File: config.mk
export PLATFORM = sky130hd
export DESIGN_NAME = instruction_fetch_unit_flat
export DESIGN_NICKNAME = d
export VERILOG_FILES = /design/src/rtl/instruction_fetch_unit_pkg.sv /design/src/rtl/instruction_fetch_unit_if.sv /design/src/rtl/instruction_fetch_unit_next_pc_calc.sv /design/src/rtl/instruction_fetch_unit.sv /design/src/flat_wrapper.sv
export SDC_FILE = /design/constraint.sdc
export NUM_CORES = 1
export LEC_CHECK = 0
export ABC_CLOCK_PERIOD_IN_PS = 5250
export BUFFER_PORTS_ARGS = -buffer_cell sky130_fd_sc_hd__buf_2
export CORE_UTILIZATION = 28
export DETAILED_ROUTE_END_ITERATION = 16
export PLACE_DENSITY = 0.52
export SETUP_SLACK_MARGIN = 0.3
export SYNTH_ARGS = -nofsm -noshare
export SYNTH_HDL_FRONTEND = slang
export SYNTH_SLANG_ARGS = --single-unit
File: constraint.sdc
create_clock -name clk -period 5.25 [get_ports clk]
set_clock_uncertainty 0.15 [all_clocks]
set_input_delay 0.7875 -clock clk [delete_from_list [all_inputs] [get_ports clk]]
set_output_delay 0.7875 -clock clk [all_outputs]
set_load 0.05 [all_outputs]
File: src/rtl/instruction_fetch_unit_pkg.sv
// Shared definitions for the instruction fetch unit: branch-select codes,
// fetch FSM encodings and instruction-word constants.
package instruction_fetch_unit_pkg;

    typedef enum logic [1:0] {
        BS_INC = 2'b00,
        BS_BRZ = 2'b01,
        BS_JMP = 2'b10,
        BS_REL = 2'b11
    } bs_t;

    typedef enum logic [1:0] {
        S_IDLE  = 2'b00,
        S_FETCH = 2'b01,
        S_ISSUE = 2'b10
    } fetch_state_t;

    // Opcode 7'b0000000 decodes as NOP, so an all-zero IR is harmless
    localparam logic [31:0] NOP_WORD = 32'h0000_0000;

endpackage

File: src/rtl/instruction_fetch_unit_if.sv
// Bundle of the fetch unit's memory handshake, decoder IR hand-off and
// branch-control inputs. master = fetch unit, slave = memory/decoder/datapath side.
interface instruction_fetch_unit_if;

    logic        mem_req;
    logic [31:0] mem_addr;
    logic        mem_rdy;
    logic [31:0] mem_data;
    logic [31:0] ir_instruction;
    logic        ir_valid;
    logic        ex_done;
    logic [1:0]  bs;
    logic        ps;
    logic        z;
    logic [31:0] bus_a;
    logic [31:0] pc;

    modport master (
        output mem_req, mem_addr, ir_instruction, ir_valid, pc,
        input  mem_rdy, mem_data, ex_done, bs, ps, z, bus_a
    );

    modport slave (
        input  mem_req, mem_addr, ir_instruction, ir_valid, pc,
        output mem_rdy, mem_data, ex_done, bs, ps, z, bus_a
    );

endinterface

File: src/rtl/instruction_fetch_unit_next_pc_calc.sv
// Combinational next-PC selection: increment, conditional relative branch,
// absolute jump through BUS_A, or unconditional relative branch.
module instruction_fetch_unit_next_pc_calc
    import instruction_fetch_unit_pkg::*;
#(
    parameter int DISP_W = 15
) (
    input  logic [31:0]       pc,
    input  logic [DISP_W-1:0] disp,
    input  logic [1:0]        bs,
    input  logic              ps,
    input  logic              z,
    input  logic [31:0]       bus_a,
    output logic [31:0]       next_pc
);

    logic [31:0] pc_inc;
    logic [31:0] pc_rel;
    logic        taken;

    // Relative targets are measured from the already-incremented PC
    assign pc_inc = pc + 32'd1;
    assign pc_rel = pc_inc + {{(32 - DISP_W){disp[DISP_W-1]}}, disp};
    assign taken  = ps ? ~z : z;

    always_comb begin
        next_pc = pc_inc;
        case (bs_t'(bs))
            BS_INC:  next_pc = pc_inc;
            BS_BRZ:  next_pc = taken ? pc_rel : pc_inc;
            BS_JMP:  next_pc = bus_a;
            BS_REL:  next_pc = pc_rel;
            default: next_pc = pc_inc;
        endcase
    end

endmodule

File: src/rtl/instruction_fetch_unit.sv
// Instruction fetch unit: owns the PC, fetches words over a req/rdy handshake
// and holds IR/IR_VALID stable for the decoder until the datapath reports done.
module instruction_fetch_unit
    import instruction_fetch_unit_pkg::*;
#(
    parameter logic [31:0] RESET_PC = 32'h0000_0000,
    parameter int          DISP_W   = 15
) (
    input  logic                      clk,
    input  logic                      reset,
    instruction_fetch_unit_if.master  bus
);

    fetch_state_t state;
    fetch_state_t state_next;

    logic [31:0] pc_q;
    logic [31:0] ir_q;
    logic [31:0] next_pc;
    logic        mem_req_q;
    logic        ir_valid_q;

    instruction_fetch_unit_next_pc_calc #(
        .DISP_W (DISP_W)
    ) u_next_pc_calc (
        .pc      (pc_q),
        .disp    (ir_q[DISP_W-1:0]),
        .bs      (bus.bs),
        .ps      (bus.ps),
        .z       (bus.z),
        .bus_a   (bus.bus_a),
        .next_pc (next_pc)
    );

    always_ff @(posedge clk) begin
        if (!reset) begin
            state <= S_IDLE;
        end else begin
            state <= state_next;
        end
    end

    // Handshake strobes outside their own state are simply ignored
    always_comb begin
        state_next = state;
        case (state)
            S_IDLE:  state_next = S_FETCH;
            S_FETCH: if (bus.mem_rdy) state_next = S_ISSUE;
            S_ISSUE: if (bus.ex_done) state_next = S_FETCH;
            default: state_next = S_IDLE;
        endcase
    end

    // Handshake outputs are registered from the next state so they change only on edges
    always_ff @(posedge clk) begin
        if (!reset) begin
            pc_q       <= RESET_PC;
            ir_q       <= NOP_WORD;
            mem_req_q  <= 1'b0;
            ir_valid_q <= 1'b0;
        end else begin
            mem_req_q  <= (state_next == S_FETCH);
            ir_valid_q <= (state_next == S_ISSUE);
            if (state == S_FETCH && bus.mem_rdy) begin
                ir_q <= bus.mem_data;
            end
            if (state == S_ISSUE && bus.ex_done) begin
                pc_q <= next_pc;
            end
        end
    end

    assign bus.mem_req        = mem_req_q;
    assign bus.mem_addr       = pc_q;
    assign bus.ir_instruction = ir_q;
    assign bus.ir_valid       = ir_valid_q;
    assign bus.pc             = pc_q;

endmodule

File: src/flat_wrapper.sv
// flat-port wrapper written by rule: the top's interface ports become plain ports
module instruction_fetch_unit_flat import instruction_fetch_unit_pkg::*;
#(
    parameter logic [31:0] RESET_PC = 32'h0000_0000,
    parameter int          DISP_W   = 15
)
  (clk, reset, bus_mem_req, bus_mem_addr, bus_ir_instruction, bus_ir_valid, bus_pc, bus_mem_rdy, bus_mem_data, bus_ex_done, bus_bs, bus_ps, bus_z, bus_bus_a);
  instruction_fetch_unit_if bus_i ();
  input  logic clk;
  input  logic reset;
  output wire logic [$bits(bus_i.mem_req)-1:0] bus_mem_req;
  output wire logic [$bits(bus_i.mem_addr)-1:0] bus_mem_addr;
  output wire logic [$bits(bus_i.ir_instruction)-1:0] bus_ir_instruction;
  output wire logic [$bits(bus_i.ir_valid)-1:0] bus_ir_valid;
  output wire logic [$bits(bus_i.pc)-1:0] bus_pc;
  input wire logic [$bits(bus_i.mem_rdy)-1:0] bus_mem_rdy;
  input wire logic [$bits(bus_i.mem_data)-1:0] bus_mem_data;
  input wire logic [$bits(bus_i.ex_done)-1:0] bus_ex_done;
  input wire logic [$bits(bus_i.bs)-1:0] bus_bs;
  input wire logic [$bits(bus_i.ps)-1:0] bus_ps;
  input wire logic [$bits(bus_i.z)-1:0] bus_z;
  input wire logic [$bits(bus_i.bus_a)-1:0] bus_bus_a;
  assign bus_mem_req = bus_i.mem_req;
  assign bus_mem_addr = bus_i.mem_addr;
  assign bus_ir_instruction = bus_i.ir_instruction;
  assign bus_ir_valid = bus_i.ir_valid;
  assign bus_pc = bus_i.pc;
  assign bus_i.mem_rdy = bus_mem_rdy;
  assign bus_i.mem_data = bus_mem_data;
  assign bus_i.ex_done = bus_ex_done;
  assign bus_i.bs = bus_bs;
  assign bus_i.ps = bus_ps;
  assign bus_i.z = bus_z;
  assign bus_i.bus_a = bus_bus_a;
  instruction_fetch_unit #(.RESET_PC(RESET_PC), .DISP_W(DISP_W)) u_core (.clk(clk), .reset(reset), .bus(bus_i));
endmodule
## After elaboration in Yosys (flattened, before gate mapping)

Cells that the tools add are included.

| cells by class | value |
|---|---|
| mux-type cells | 6 |
| reductions and logical operators | 4 |
| add/sub/neg operators | 2 |
| equal/unequal tests | 7 |
| bitwise logic cells | 1 |

Operators by type and width:

| cell | number |
|---|---|
| $pmux 32 s4 | 1 |
| $add 32x1->32 const B | 1 |
| $add 32x32->32 | 1 |
| $mux 32 | 1 |
| $eq 2x2->1 const B | 4 |
| $eq 2x1->1 const B | 3 |
| $pmux 2 s3 | 1 |
| $logic_not 2->1 | 2 |
| $mux 2 | 2 |
| $logic_and 1x1->1 | 2 |
| $mux 1 | 1 |
| $not 1->1 | 1 |

| storage, ports and cells | value |
|---|---|
| input port bits | 72 |
| bits in registers | 68 |
| word-level logic and storage cells | 25 |

## Logic depth before layout (Yosys ltp)

| logic depth | value |
|---|---|
| word-level depth | 4 |
| mapped depth | 19 |
| gate-level depth less buffers | 19 |

## Modules after synthesis

From an unflattened synthesis, not the netlist that was laid out.

| unflattened totals | value |
|---|---|
| cell total of the unflattened synthesis | 784 |
| area total of the unflattened synthesis | 6137.1 µm² |

By module, submodules not included:

| module | area each (µm²) | sequential area each (µm²) | times used | cells each |
|---|---|---|---|---|
| instruction_fetch_unit_next_pc_calc | 3160.5 | 0.0 | 1 | 460 |
| instruction_fetch_unit | 2976.6 | 1361.3 | 1 | 324 |

## Worst setup path before layout

Ideal clock, no wire load.

| path | value |
|---|---|
| path type | register -> register |
| start point | reg u_core.pc_q[2] (netlist: u_core.bus.mem_addr[2]) |
| end point | reg u_core.pc_q[31] (netlist: u_core.bus.mem_addr[31]) |
| required time | 4972 ps |
| data arrival time | 4165 ps |
| slack | 807 ps |
| clock period less this slack | 4443 ps |
| stages on the path, launching flop included | 18 |
| cells stage by stage | dfxtp_1 nand3_1 nor2_1 and3_1 and3_1 and3_1 nand3_1 xnor2_1 ha_1 nand3_1 or4_1 a31oi_1 a31o_2 a31oi_4 o21ai_2 a41oi_2 xnor2_1 o31ai_2 |

| on the way | value |
|---|---|
| longest elaborated chain between the ends | 4 |

RTL lines:

| what | RTL line | source |
|---|---|---|
| start: declaration | instruction_fetch_unit.sv:17 | `logic [31:0] pc_q;` |
| start signal: assignment | instruction_fetch_unit.sv:68 | `pc_q <= next_pc;` |
| $add 32x1->32 (*) | instruction_fetch_unit_next_pc_calc.sv:22 | `assign pc_inc = pc + 32'd1;` |
| $add 32x32->32 | instruction_fetch_unit_next_pc_calc.sv:23 | `assign pc_rel = pc_inc + {{(32 - DISP_W){disp[DISP_W-1]}}, disp};` |
| $mux 32 | instruction_fetch_unit_next_pc_calc.sv:30 | `BS_BRZ: next_pc = taken ? pc_rel : pc_inc;` |
| $pmux 32 s4 (*) | instruction_fetch_unit_next_pc_calc.sv:28 | `case (bs_t'(bs))` |

Every way passes the cells marked *; elsewhere a longest branch is shown, timed or not.
A chain may end at the register's enable or synchronous reset.

## Worst setup path in the final report

| path | value |
|---|---|
| start point | reg u_core.pc_q[0] (netlist: u_core.bus.mem_addr[0]) |
| end point | reg u_core.pc_q[30] (netlist: u_core.bus.mem_addr[30]) |

Same word-level chain as after synthesis.

==> impl_metrics.toml <==
[drt]
drt_iter0_markers = 350
drtPass1Iterations = 5
viasPerCell = 5.06
ant_nets = 0
wl_per_cell_microns = 16.4
drc = 0
wl_microns = 18100
via_count = 5582

[critical_path]
crit_chain = "ha_1 > nand3_1 > nor2_1 > nand2_1 > or2_1 > xnor2_1 > ha_1 > and4_1 > o211a_1 > o31ai_1 > a31oi_1 > o21ai_1 > o211a_1 > o41ai_1 > xor2_1 > nor2_1 > o31ai_1"
endpoint_kind = "flop"
path_depth = 17
crit_arrival_ns = 4.60
cp_slowest_cell = "o41ai_1"
crit_required_ns = 5.37
slowest_delay_ns = 0.52
crit_family = "compound AO/OA/AOI/OAI gates"
path_max_fanout = 6
reg2reg_depth = 17
path_buf_inv = 0
startpoint_type = "flop"
crit_type = "flop to flop"

[power]
p_leak_nw = 3.19
vdd_drop_max_v = 0.000154
power_density_nw_per_um2 = 229
total_power_w = 0.00153

[floorplan]
core_area_sq_um = 19000
rows = 50
start_util_pct = 29.0
die_x_microns = 142
dieArea_sq_um = 20300
fp.dieH_microns = 142
pin_count = 170

[timing]
rsz0062_at_grt = "false"
hold_ws_ns = 0.310
hold_viol_final = 0
setup_ws_ns = 0.770
layout_min_cycle_time_ns = 4.48
drv_slew = 0
relSlewSlack_pct = 29.1
worstMarginPinSlew_ns = 1.06
tns_ns = 0
finalCritPeriodShare_pct = 85.3
max_freq_mhz = 223
setup_violations = 0

[job]
cap_violations = 0

[cells_and_area]
finalNetCount = 950
layoutNonFillerInstCount = 1103
syn_to_final_growth_pct = 20.7
layout-drive-gt1-share_pct = 24.1
antenna_cells = 0
fill_cells = 2130

[cts]
cts_hold_buffers = 0
cts_tree = "yes"
ctsResizeCount = 0
clk_latency_ns = 0.35
clockRootBuffer = "clkbuf_16"
cts_made_buffers = 9
clk_path_buf_depth = 2
clock_sinks = 68
cts_setup_buffers = 0
clkTransAtPathRegs_ns = 0.07
cts_max_level = 3

[synthesis]
synth_flop_cell = "dfxtp_1"
syn_avg_cell_area_sq_um = 7.64
yosys_warnings = 0
synth.distinct_cells = 62
synth_edf_count = 0
seq_area_frac_synth_pct = 24.7
syn_nets = 834
ys_ff_latch = 68
syn_inst = 722
netlist_area_sq_um = 5510
synthArstFlopShare_pct = 0

[placed_design]
dp_cells = 1087
port_buffers = 169
dp_hpwl_microns = 13200
dp_slack_ns = 0.807
place.gp.congestion = 0.843

[grt]
grt_max_degree = 51
grt_pass1_vias = 5291
globalRouteTotalUtil_pct = 18.1
grt_pass1_wl_microns = 28500
grt_antenna_before_repair = 1
grt_remaining_overflow = 0

[status]
status = "finished, final reports clean"

[min_path]
hold_depth = 2
hold_class = "flop to flop"
==> flip-flops by register name (all words and copies together), names as in the netlist <==
| name | flops |
|---|---|
| u_core.bus.mem_addr | 32 |
| u_core.bus.mem_req | 1 |
| u_core.bus.ir_valid | 1 |
| u_core.state | 2 |
| u_core.bus.ir_instruction | 32 |
==> power breakdown <==
part | total (W) | internal, W | switching (W)
sequential | 0.000551 | 0.000534 | 0.0000171
combinational | 0.000289 | 0.0000892 | 0.000199
clock | 0.000686 | 0.000419 | 0.000267
==> cell families (layout without fill, tap and decap cells) <==
logic type	after synthesis	in the layout	synth area share, %
xor+xnor	59	59	9.37
fa+ha+maj	40	40	9.21
simple gates	236	236	19.7
buf+inv	89	210	8.72
flops	68	68	24.7
compound gates	230	230	28.3
==> worst min-delay path, delay by kind of cell, from the launching register on <==
| family | cells | cell delay, ns |
|---|---|---|
| AO/OA/AOI/OAI | 1 | 0.06 |
| flip-flops | 1 | 0.31 |
| AND/OR/NAND/NOR | 1 | 0.04 |
==> layout by cell type (no fill, tap or decap), types with 3 or more instances in the layout <==
| master | synthesis | layout |
|---|---|---|
| a21o_1 | 15 | 15 |
| buf_4 | 34 | 8 |
| a22oi_1 | 11 | 11 |
| ha_1 | 39 | 39 |
| xnor2_1 | 35 | 35 |
| o21ai_1 | 4 | 4 |
| o21a_1 | 4 | 4 |
| dfxtp_1 | 68 | 68 |
| nand4_1 | 7 | 7 |
| inv_1 | 17 | 17 |
| buf_2 | 2 | 169 |
| o31ai_1 | 7 | 7 |
| a21oi_1 | 46 | 46 |
| nand3_1 | 24 | 24 |
| nor2_1 | 31 | 29 |
| nor3_1 | 8 | 8 |
| o221ai_1 | 4 | 4 |
| o32ai_1 | 4 | 4 |
| clkbuf_16 | 0 | 9 |
| xor2_1 | 24 | 24 |
| a211o_1 | 3 | 3 |
| o21ai_0 | 45 | 45 |
| nand2_1 | 124 | 124 |
| nor2b_1 | 10 | 10 |
| and3_1 | 9 | 9 |
| o211ai_1 | 3 | 3 |
| a221oi_1 | 18 | 18 |
| a21boi_0 | 32 | 32 |
| a31oi_1 | 10 | 10 |
| o22ai_1 | 4 | 4 |
| o211a_1 | 4 | 4 |
| and2_1 | 5 | 5 |
==> per-layer routing <==
metal | share of wire (%) | vias up | global-route usage, %
li1 | - | 2785 | -
met1 | 46 | 2568 | 24.1
met2 | 45 | 217 | 28.8
met3 | 7.7 | 12 | 4.88
met4 | 1.0 | 0 | 4.53
met5 | 0 | - | 0
==> path summary, 6_finish.rpt <==
path | startpoint | endpoint | slack, ns
hold reg to reg | u_core.bus.ir_instruction[18]$_SDFFE_PN0P_ | u_core.bus.ir_instruction[18]$_SDFFE_PN0P_ | 0.31
setup reg to reg | u_core.bus.mem_addr[0]$_SDFFE_PN0P_ | u_core.bus.mem_addr[30]$_SDFFE_PN0P_ | 0.77
hold / removal | u_core.bus.ir_instruction[18]$_SDFFE_PN0P_ | u_core.bus.ir_instruction[18]$_SDFFE_PN0P_ | 0.31
setup / recovery | u_core.bus.mem_addr[0]$_SDFFE_PN0P_ | u_core.bus.mem_addr[30]$_SDFFE_PN0P_ | 0.77
==> through the flow <==
step                      utilization, %  instance area (sq um)
after floorplan                        -                   5510
after global placement              33.3                   6330
after detailed placement            33.3                   6330
after CTS                           35.0                   6660
after global routing                35.0                   6660
final                               35.0                   6660
==> cell type report <==
type / instances / area, sq um / share of cell area (%)
clock inverters: 7 / 98.8 / 1.48
well taps: 260 / 325 / 4.89
multi-input cells: 565 / 3680 / 55.2
flip-flops and latches: 68 / 1360 / 20.5
repair buffers: 177 / 906 / 13.6
inverters: 17 / 63.8 / 0.959
clock buffers: 9 / 225 / 3.38
==> cells in the mapped netlist (3+ instances only) <==
cell type	count	area, sq um
xnor2_1	35	307
nand2_1	124	465
a21o_1	15	113
o221ai_1	4	35.0
o31ai_1	7	52.6
o211a_1	4	40.0
clkbuf_1	31	116
a31oi_1	10	62.6
o21ai_1	4	20.0
xor2_1	24	210
and3_1	9	56.3
a211o_1	3	26.3
nor2_1	31	116
a22oi_1	11	82.6
o22ai_1	4	25.0
nor3_1	8	40.0
buf_4	34	255
nor2b_1	10	62.6
o32ai_1	4	35.0
nand4_1	7	43.8
o211ai_1	3	22.5
o21ai_0	45	225
a21oi_1	46	230
inv_1	17	63.8
a221oi_1	18	158
a21boi_0	32	240
ha_1	39	488
o21a_1	4	30.0
dfxtp_1	68	1360
nand3_1	24	120
and2_1	5	31.3
Power figures use the tool's default switching activity.
